`src/rtl/demux_striper_if.sv`:
```
// Symbol-stream interface for demux_striper: serial byte input side plus the
// striped multi-lane output side and packet status. The master modport is the
// byte-level receive path; the slave modport is the striper itself.
interface demux_striper_if #(
  parameter int LANES = 4,
  parameter int CNT_W = 8
);
  logic                 valid_in;
  logic [7:0]           data_in;
  logic [LANES*8-1:0]   data_out;
  logic                 valid_out;
  logic                 in_pkt;
  logic                 framing_err;
  logic [CNT_W-1:0]     pkt_count;

  modport master (
    output valid_in,
    output data_in,
    input  data_out,
    input  valid_out,
    input  in_pkt,
    input  framing_err,
    input  pkt_count
  );

  modport slave (
    input  valid_in,
    input  data_in,
    output data_out,
    output valid_out,
    output in_pkt,
    output framing_err,
    output pkt_count
  );
endinterface

```
`src/rtl/demux_striper.sv`:
```
// demux_striper: filters a serial 8-bit symbol stream (STP/SDP/END -> IDL),
// tracks packet framing, and stripes accepted symbols round-robin into a
// LANES-wide registered word with COM-based lane alignment.
// Optional build macro DEMUX_SKP_DROP_EN: when defined, accepted SKP symbols
// are discarded entirely (no slot, no FSM effect).
module demux_striper #(
  parameter int LANES = 4,
  parameter int CNT_W = 8
) (
  input  logic             clk,
  input  logic             reset_L,
  demux_striper_if.slave   bus
);

  localparam int PTR_W = (LANES > 1) ? $clog2(LANES) : 1;

  localparam logic [7:0] SYM_COM = 8'hBC;
  localparam logic [7:0] SYM_SKP = 8'h1C;
  localparam logic [7:0] SYM_STP = 8'hFB;
  localparam logic [7:0] SYM_SDP = 8'h5C;
  localparam logic [7:0] SYM_END = 8'hFD;
  localparam logic [7:0] SYM_IDL = 8'h7C;

  typedef enum logic {S_OUT = 1'b0, S_IN = 1'b1} state_t;

  logic [LANES-1:0][7:0] stage_q, stage_d;
  logic [LANES-1:0][7:0] data_q, data_d;
  logic [LANES-1:0][7:0] word;
  logic [PTR_W-1:0]      ptr_q, ptr_d;
  logic                  vld_q, vld_d;
  logic                  err_q, err_d;
  state_t                state_q, state_d;
  logic [CNT_W-1:0]      cnt_q, cnt_d;
  logic [7:0]            mapped;
  logic                  take;
  logic                  is_start;

  // Framing symbols never reach the lanes; they are replaced by idle.
  function automatic logic [7:0] map_sym(input logic [7:0] s);
    if (s == SYM_STP || s == SYM_SDP || s == SYM_END) return SYM_IDL;
    return s;
  endfunction

  // Next-state: packet FSM, slot fill, word completion and COM flush.
  always_comb begin
    stage_d  = stage_q;
    data_d   = data_q;
    ptr_d    = ptr_q;
    vld_d    = 1'b0;
    err_d    = 1'b0;
    state_d  = state_q;
    cnt_d    = cnt_q;
    word     = stage_q;
    mapped   = map_sym(bus.data_in);
    is_start = (bus.data_in == SYM_STP) || (bus.data_in == SYM_SDP);
    take     = bus.valid_in;
`ifdef DEMUX_SKP_DROP_EN
    if (bus.data_in == SYM_SKP) take = 1'b0;
`endif
    if (take) begin
      unique case (state_q)
        S_OUT: begin
          if (is_start) state_d = S_IN;
          else if (bus.data_in == SYM_END) err_d = 1'b1;
        end
        S_IN: begin
          if (bus.data_in == SYM_END) begin
            state_d = S_OUT;
            cnt_d   = cnt_q + CNT_W'(1);
          end else if (is_start) begin
            err_d = 1'b1;
          end
        end
        default: state_d = S_OUT;
      endcase

      if (bus.data_in == SYM_COM && ptr_q != '0) begin
        // Unfilled slots already hold IDL, so the partial word is the pad.
        data_d     = stage_q;
        vld_d      = 1'b1;
        stage_d    = {LANES{SYM_IDL}};
        stage_d[0] = SYM_COM;
        ptr_d      = PTR_W'(1);
      end else begin
        for (int k = 0; k < LANES; k++) begin
          if (PTR_W'(k) == ptr_q) word[k] = mapped;
        end
        if (ptr_q == PTR_W'(LANES - 1)) begin
          data_d  = word;
          vld_d   = 1'b1;
          stage_d = {LANES{SYM_IDL}};
          ptr_d   = '0;
        end else begin
          stage_d = word;
          ptr_d   = ptr_q + PTR_W'(1);
        end
      end
    end
  end

  // State registers; reset discards any partial word and idles the lanes.
  always_ff @(posedge clk or negedge reset_L) begin
    if (!reset_L) begin
      stage_q <= {LANES{SYM_IDL}};
      data_q  <= {LANES{SYM_IDL}};
      ptr_q   <= '0;
      vld_q   <= 1'b0;
      err_q   <= 1'b0;
      state_q <= S_OUT;
      cnt_q   <= '0;
    end else begin
      stage_q <= stage_d;
      data_q  <= data_d;
      ptr_q   <= ptr_d;
      vld_q   <= vld_d;
      err_q   <= err_d;
      state_q <= state_d;
      cnt_q   <= cnt_d;
    end
  end

  assign bus.data_out    = data_q;
  assign bus.valid_out   = vld_q;
  assign bus.in_pkt      = (state_q == S_IN);
  assign bus.framing_err = err_q;
  assign bus.pkt_count   = cnt_q;

endmodule

```
`src/flat_wrapper.sv`:
```
// flat-port wrapper written by rule: the top's interface ports become plain ports
module demux_striper_flat 
#(
  parameter int LANES = 4,
  parameter int CNT_W = 8
)
  (clk, reset_L, bus_valid_in, bus_data_in, bus_data_out, bus_valid_out, bus_in_pkt, bus_framing_err, bus_pkt_count);
  demux_striper_if #(.LANES(LANES), .CNT_W(CNT_W)) bus_i ();
  input  logic clk;
  input  logic reset_L;
  input wire logic [$bits(bus_i.valid_in)-1:0] bus_valid_in;
  input wire logic [$bits(bus_i.data_in)-1:0] bus_data_in;
  output wire logic [$bits(bus_i.data_out)-1:0] bus_data_out;
  output wire logic [$bits(bus_i.valid_out)-1:0] bus_valid_out;
  output wire logic [$bits(bus_i.in_pkt)-1:0] bus_in_pkt;
  output wire logic [$bits(bus_i.framing_err)-1:0] bus_framing_err;
  output wire logic [$bits(bus_i.pkt_count)-1:0] bus_pkt_count;
  assign bus_i.valid_in = bus_valid_in;
  assign bus_i.data_in = bus_data_in;
  assign bus_data_out = bus_i.data_out;
  assign bus_valid_out = bus_i.valid_out;
  assign bus_in_pkt = bus_i.in_pkt;
  assign bus_framing_err = bus_i.framing_err;
  assign bus_pkt_count = bus_i.pkt_count;
  demux_striper #(.LANES(LANES), .CNT_W(CNT_W)) u_core (.clk(clk), .reset_L(reset_L), .bus(bus_i));
endmodule
```
`config.mk`:
```
export PLATFORM = sky130hd
export DESIGN_NAME = demux_striper_flat
export DESIGN_NICKNAME = d
export VERILOG_FILES = /design/src/rtl/demux_striper_if.sv /design/src/rtl/demux_striper.sv /design/src/flat_wrapper.sv
export SDC_FILE = /design/constraint.sdc
export NUM_CORES = 1
export LEC_CHECK = 0
export ABC_CLOCK_PERIOD_IN_PS = 2100
export CORE_MARGIN = 2
export CORE_UTILIZATION = 50
export CTS_BUF_LIST = sky130_fd_sc_hd__clkbuf_4
export DETAILED_ROUTE_END_ITERATION = 7
export PLACE_DENSITY = 0.77
export SLEW_MARGIN = 20
export SYNTH_ARGS = -nofsm -noshare
export SYNTH_HDL_FRONTEND = slang
export SYNTH_SLANG_ARGS = --single-unit
```
`constraint.sdc`:
```
create_clock -name clk -period 2.1 [get_ports clk]
set_input_delay 0.21 -clock clk [delete_from_list [all_inputs] [get_ports clk]]
set_output_delay 0.21 -clock clk [all_outputs]
set_load 0.005 [all_outputs]
```
# Yosys cells after proc, flatten, opt, wreduce, memory -nomap -nowiden
# Index checks and enable logic that the tools add are counted.
# word_totals
regBits	77
word_cells	56
latch_bits	0
n_memories	0
mem_bits_rw	0
inputBits	11
mem_bits_ro	0
out_inout_bits	43
# op_classes
n_div	0
n_eq_ne	8
n_mux	24
order_cmp	0
shifts	0
addsub	2
multipliers	0
reduce_logical	8
bitwise_logic	1
# op_table
cell	n
$mux 32	4
$mux 8	6
$eq 8x8->1 const B	3
$mux 1	10
$add 8x1->8 const B	1
$eq 8x7->1 const B	1
$eq 2x2->1 const A	2
$mux 2	2
$pmux 1 s2	2
$reduce_bool 2->1	2
$reduce_and 3->1	1
$add 2x1->2 const B	1
$eq 1x2->1 const A	1
$eq 2x2->1 const B	1
$logic_not 2->1	1
$logic_or 1x1->1	2
$reduce_and 2->1	1
$logic_and 1x1->1	1
$not 1->1	1

# Depth between registers and ports, before layout
# depth
depth_word	8
ltp_mapped	8
depth_no_buf	7

# Worst setup path before layout
# OpenSTA, ideal clock, no wires.
# synth_path
kind	reg2reg
startpoint	register u_core.ptr_q[0]
endpoint	register u_core.data_q, in the netlist u_core.bus.data_out[7]
t_arrival_ps	1890
required_time_ps	1975
path_stages_with_launch	9
setup_slack_ps	85
setup_ps	125
period_less_slack_ps	2015
path_buffers	1
path_cell_list	dfrtp_1 inv_1 ha_1 nand4bb_1 o31ai_4 nand2_4 clkinv_4 buf_12 mux2_4
# synth_via
elab_chain_cells	4
elab_cells_between_ends	9
cone_classes	eq/ne: 1; mux: 3; reduce/logical: 5
# synth_lines
element	line	text
start, declared	demux_striper.sv:29	logic [PTR_W-1:0] ptr_q, ptr_d;
start signal, assigned	demux_striper.sv:114	ptr_q <= ptr_d;
$logic_not 2->1 or $reduce_bool 2->1 (tied branches)	demux_striper.sv:86, demux_striper.sv:77	
$mux 8 or $logic_and 1x1->1 (tied branches)	demux_striper.sv:86, demux_striper.sv:77	
$mux 32 or $reduce_bool 2->1 (tied branches)	-	
$mux 32 or $reduce_and 2->1 (tied branches)	-	
end signal, assigned	demux_striper.sv:105	data_q <= {LANES{SYM_IDL}};
end signal, assigned	demux_striper.sv:113	data_q <= data_d;
end, declared	demux_striper.sv:27	logic [LANES-1:0][7:0] data_q, data_d;
# Several ways; a longest one is shown, not always the timed one. The select of a mux whose other input is x is not followed.
# A chain may end at the register's enable or synchronous reset.

# Final worst setup path
# layout_path
startpoint	register u_core.ptr_q[0]
endpoint	register u_core.data_q, in the netlist u_core.bus.data_out[8]
# layout_via
elab_chain_cells	4
elab_cells_between_ends	9
cone_classes	eq/ne: 2; mux: 3; reduce/logical: 4
# layout_lines
element	line
$eq 1x2->1 or $reduce_bool 2->1 (tied branches)	demux_striper.sv:86, demux_striper.sv:77
$mux 8 or $logic_and 1x1->1 (tied branches)	demux_striper.sv:86, demux_striper.sv:77
$mux 32 or $reduce_bool 2->1 (tied branches)	-
$mux 32 or $reduce_and 2->1 (tied branches)	-
# Several ways; a longest one is shown, not always the timed one. The select of a mux whose other input is x is not followed.

==> metrics.md <==
| Metric | Value |
|---|---|
| Status | finished, final reports clean |
| Synth Register Bits | 77 |
| GRT met1 Usage | 37.2% |
| Die area | 8270 um^2 |
| Crit path max fanout | 6 |
| Final setup vio count | 0 |
| Antenna violations before repair | 0 |
| Vias in the first global route | 3,096 |
| Max VDD drop | 0.000637 V |
| Routing usage on met3 | 3.24% |
| Synth async-reset ratio | 100% |
| Measured slew at the worst slew-check pin | 0.495 ns |
| CP max stage cell | or3_1 |
| Initial core utilization | 51.8% |
| Num Clock Sinks | 77 |
| Pwr per Cell Area | 1300 nW/um^2 |
| YS warnings | 0 |
| Drt pass-1 iters | 4 |
| Avg Cell Area, Syn | 11.3 um^2 |
| Via count | 3,156 |
| Total CTS buffers | 9 |
| Post-Route WL | 10,100 um |
| Post-synthesis cell count | 333 |
| Clk root buf | clkbuf_4 |
| Setup WS post-layout | 0.106 ns |
| Drt drc | 0 |
| # nets final | 434 |
| Global-route wire length before repair | 16,600 um |
| Synth area leaders | dfstp_2 28%, dfrtp_1 25%, a21oi_1 4.0% |
| Top FF cell, synth | dfstp_2 |
| Register area share after synthesis | 52.3% |
| RSZ-0062 raised after global routing | no |
| Layer with the highest usage | met2 |
| Worst setup EP type | flop |
| # rows | 31 |
| Post-route clock period utilization | 94.9% |
| Post-layout min period | 1.99 ns |
| Worst path arrival time | 2.37 ns |
| GRT Util Overall | 25.6% |
| H-tree levels | 3 |
| Clock Skew | 0.0165 ns |
| Core area | 7290 um^2 |
| DR WL/cell | 19.3 um |
| Vias/cell | 6.03 |
| Total of max-cap violations | 0 |
| Final Max Tran Viols | 0 |
| Grt total ovfl | 0 |
| Post-Place Worst Slack | -0.0765 ns |
| Synth cell types | 59 |
| Antenna viol nets, final | 0 |
| RR Endpoint | u_core.bus.data_out[8] |
| Syn-to-layout area delta | 29.8% |
| Cell area after synthesis | 3780 um^2 |
| R2R depth | 6 |
| Top-Level Pins | 54 |
| Initial DRC Count | 254 |
| Post-synth EDFFs | 0 |
| PnR Total Power | 6.40 mW |
| Hpwl dp | 7030 um |
| Yosys top cell by area | dfstp_2 |
| Max Clock Freq | 502 MHz |
| Setup Crit Path Kind | reg2reg |
| Die extent in x | 90.9 um |
| Reg2Reg Launch Point | u_core.ptr_q[0] |
| CTS tree | yes |
| P_leak | 2.03 nW |
| Clk Latency, worst-skew pair | 0.44 ns |
| Reg2reg setup slack | 0.11 ns |
| Share of the synthesized area in the top cell type | 27.8% |
| CP max stage delay | 0.51 ns |
| Worst Path Required | 2.47 ns |
| Slew margin rel. | 67.0% |
| Commonest cells post-synth | 40 x dfstp_2, 37 x dfrtp_1, 30 x a21oi_1, 15 x inv_1 |
| Layout cells sized above 1 | 28.4% |
| RePlAce Congestion | 0.957 |
| Post-synth net total | 349 |
| Largest net degree at the start of global routing | 78 |
| Worst setup SP type | flop |
| Min-delay worst type | in2async |
| Port Buffers | 53 |
| CTS clock-pin slew for the worst setup and hold paths | 0.14 ns |
| Die Ht | 90.9 um |
| Clock buffer depth | 2 |
| GR Layer Usage met2 | 39.1% |
| CP Cell Sequence | inv_1 -> ha_2 -> buf_4 -> or3_1 -> a21boi_0 -> o32a_1 |
| Final hold vios | 0 |
| Top-count cell post-synth | dfstp_2 |
==> sequential cells by signal, indices dropped and copies added, names as in the netlist <==
register	flops
u_core.ptr_q	2
u_core.bus.pkt_count	8
u_core.bus.framing_err	1
u_core.bus.data_out	32
u_core.bus.in_pkt	1
u_core.bus.valid_out	1
u_core.stage_q	32
==> timing repair <==
item | in CTS | in global routing
pin swaps | 0 | 1
setup endpoints to repair | 3 | 22
hold endpoints to repair | 37 | 0
hold buffers | 1 | 0
setup buffers | 0 | 1
gates resized for setup | 1 | 7
==> cells in the final DEF (no fill, tap or decap), types with 4 or more instances in the layout <==
master           count
nor3_1               7
nand2b_1             6
o2bb2ai_1            9
a2bb2oi_1           11
nand3_1             10
a221oi_1             4
o32ai_1              4
inv_1               15
mux2i_1              8
ha_1                 4
clkdlybuf4s50_1     52
nand2_1             11
clkbuf_4             9
nor2_1              11
o22ai_1              6
dfstp_2             40
xnor2_1              6
o22a_1               7
a22o_1               4
a22oi_1              4
o21ai_0             11
a21oi_1             30
dfrtp_1             37
buf_4               41
==> critical path: cells and delay by family (launching register included) <==
kind,cells,cell delay (ns)
buffers and inverters,2,0.25
AND/OR/NAND/NOR,1,0.51
flip-flops,1,0.42
AO/OA/AOI/OAI,2,0.54
adder cells (fa/ha/maj),1,0.22
==> how the worst max path moves through the flow <==
| stage | cells after the start | slack, ns | from | to |
|---|---|---|---|---|
| 4_1_cts | 6 | 0.01 | u_core.ptr_q[0] | u_core.stage_q[13] |
| 6_report | 6 | 0.11 | u_core.ptr_q[0] | u_core.bus.data_out[8] |
| 5_1_grt | 6 | 0.02 | u_core.ptr_q[0] | u_core.bus.data_out[15] |
| 3_3_place_gp | 5 | -0.04 | bus_data_in[7] | u_core.stage_q[13] |
| 2_1_floorplan | 8 | 0.09 | u_core.ptr_q[0] | u_core.bus.data_out[7] |
| 3_5_place_dp | 5 | -0.08 | bus_data_in[7] | u_core.stage_q[12] |
==> cell families (layout without fill, tap and decap cells) <==
logic type | after synthesis | after routing | share of synthesized area [%]
AOI/OAI and AO/OA | 120 | 120 | 23.6
DFF | 77 | 77 | 52.3
and+or+nand+nor | 67 | 67 | 10.6
buffers and inverters | 42 | 132 | 5.73
muxes | 14 | 14 | 4.21
xor gates and xnor gates | 8 | 8 | 1.85
adders and majority gates | 5 | 5 | 1.66
other | 0 | 1 | 0
==> power breakdown <==
part           internal (mW)  leakage [nW]  switching [mW]  total, mW
combinational           1.44          1.04            1.18       2.62
sequential              2.27         0.893           0.338       2.61
clock                  0.611         0.101           0.563       1.17
total                   4.32          2.03            2.08       6.40
==> metal layers <==
metal  vias up  wire length [um]
li1       1437                 -
met1      1593              4580
met2       107              4690
met3        19               569
met4         0               236
met5         -                 0
==> through the flow <==
step | instance area [um^2] | hold WS, ns | utilization (%) | std cells | setup TNS (ns)
after floorplan | 3780 | -0.0856 | - | 333 | 0
final | 4900 | 0.274 | 67.2 | 523 | 0
after global placement | 4650 | 0.270 | 63.7 | 504 | -0.0459
after CTS | 4850 | 0.336 | 66.5 | 521 | 0
after detailed placement | 4650 | 0.276 | 63.7 | 504 | -0.368
after global routing | 4900 | 0.336 | 67.2 | 522 | 0
==> layout make-up <==
type,count,area (um^2)
well taps,99,124
inverters,17,68.8
flip-flops and latches,77,1980
repair buffers,99,915
fillers,596,2390
multi-input cells,214,1630
clock inverters,7,121
diodes,1,2.50
clock buffers,9,67.6
No activity file was read; power rests on OpenSTA's default activity.
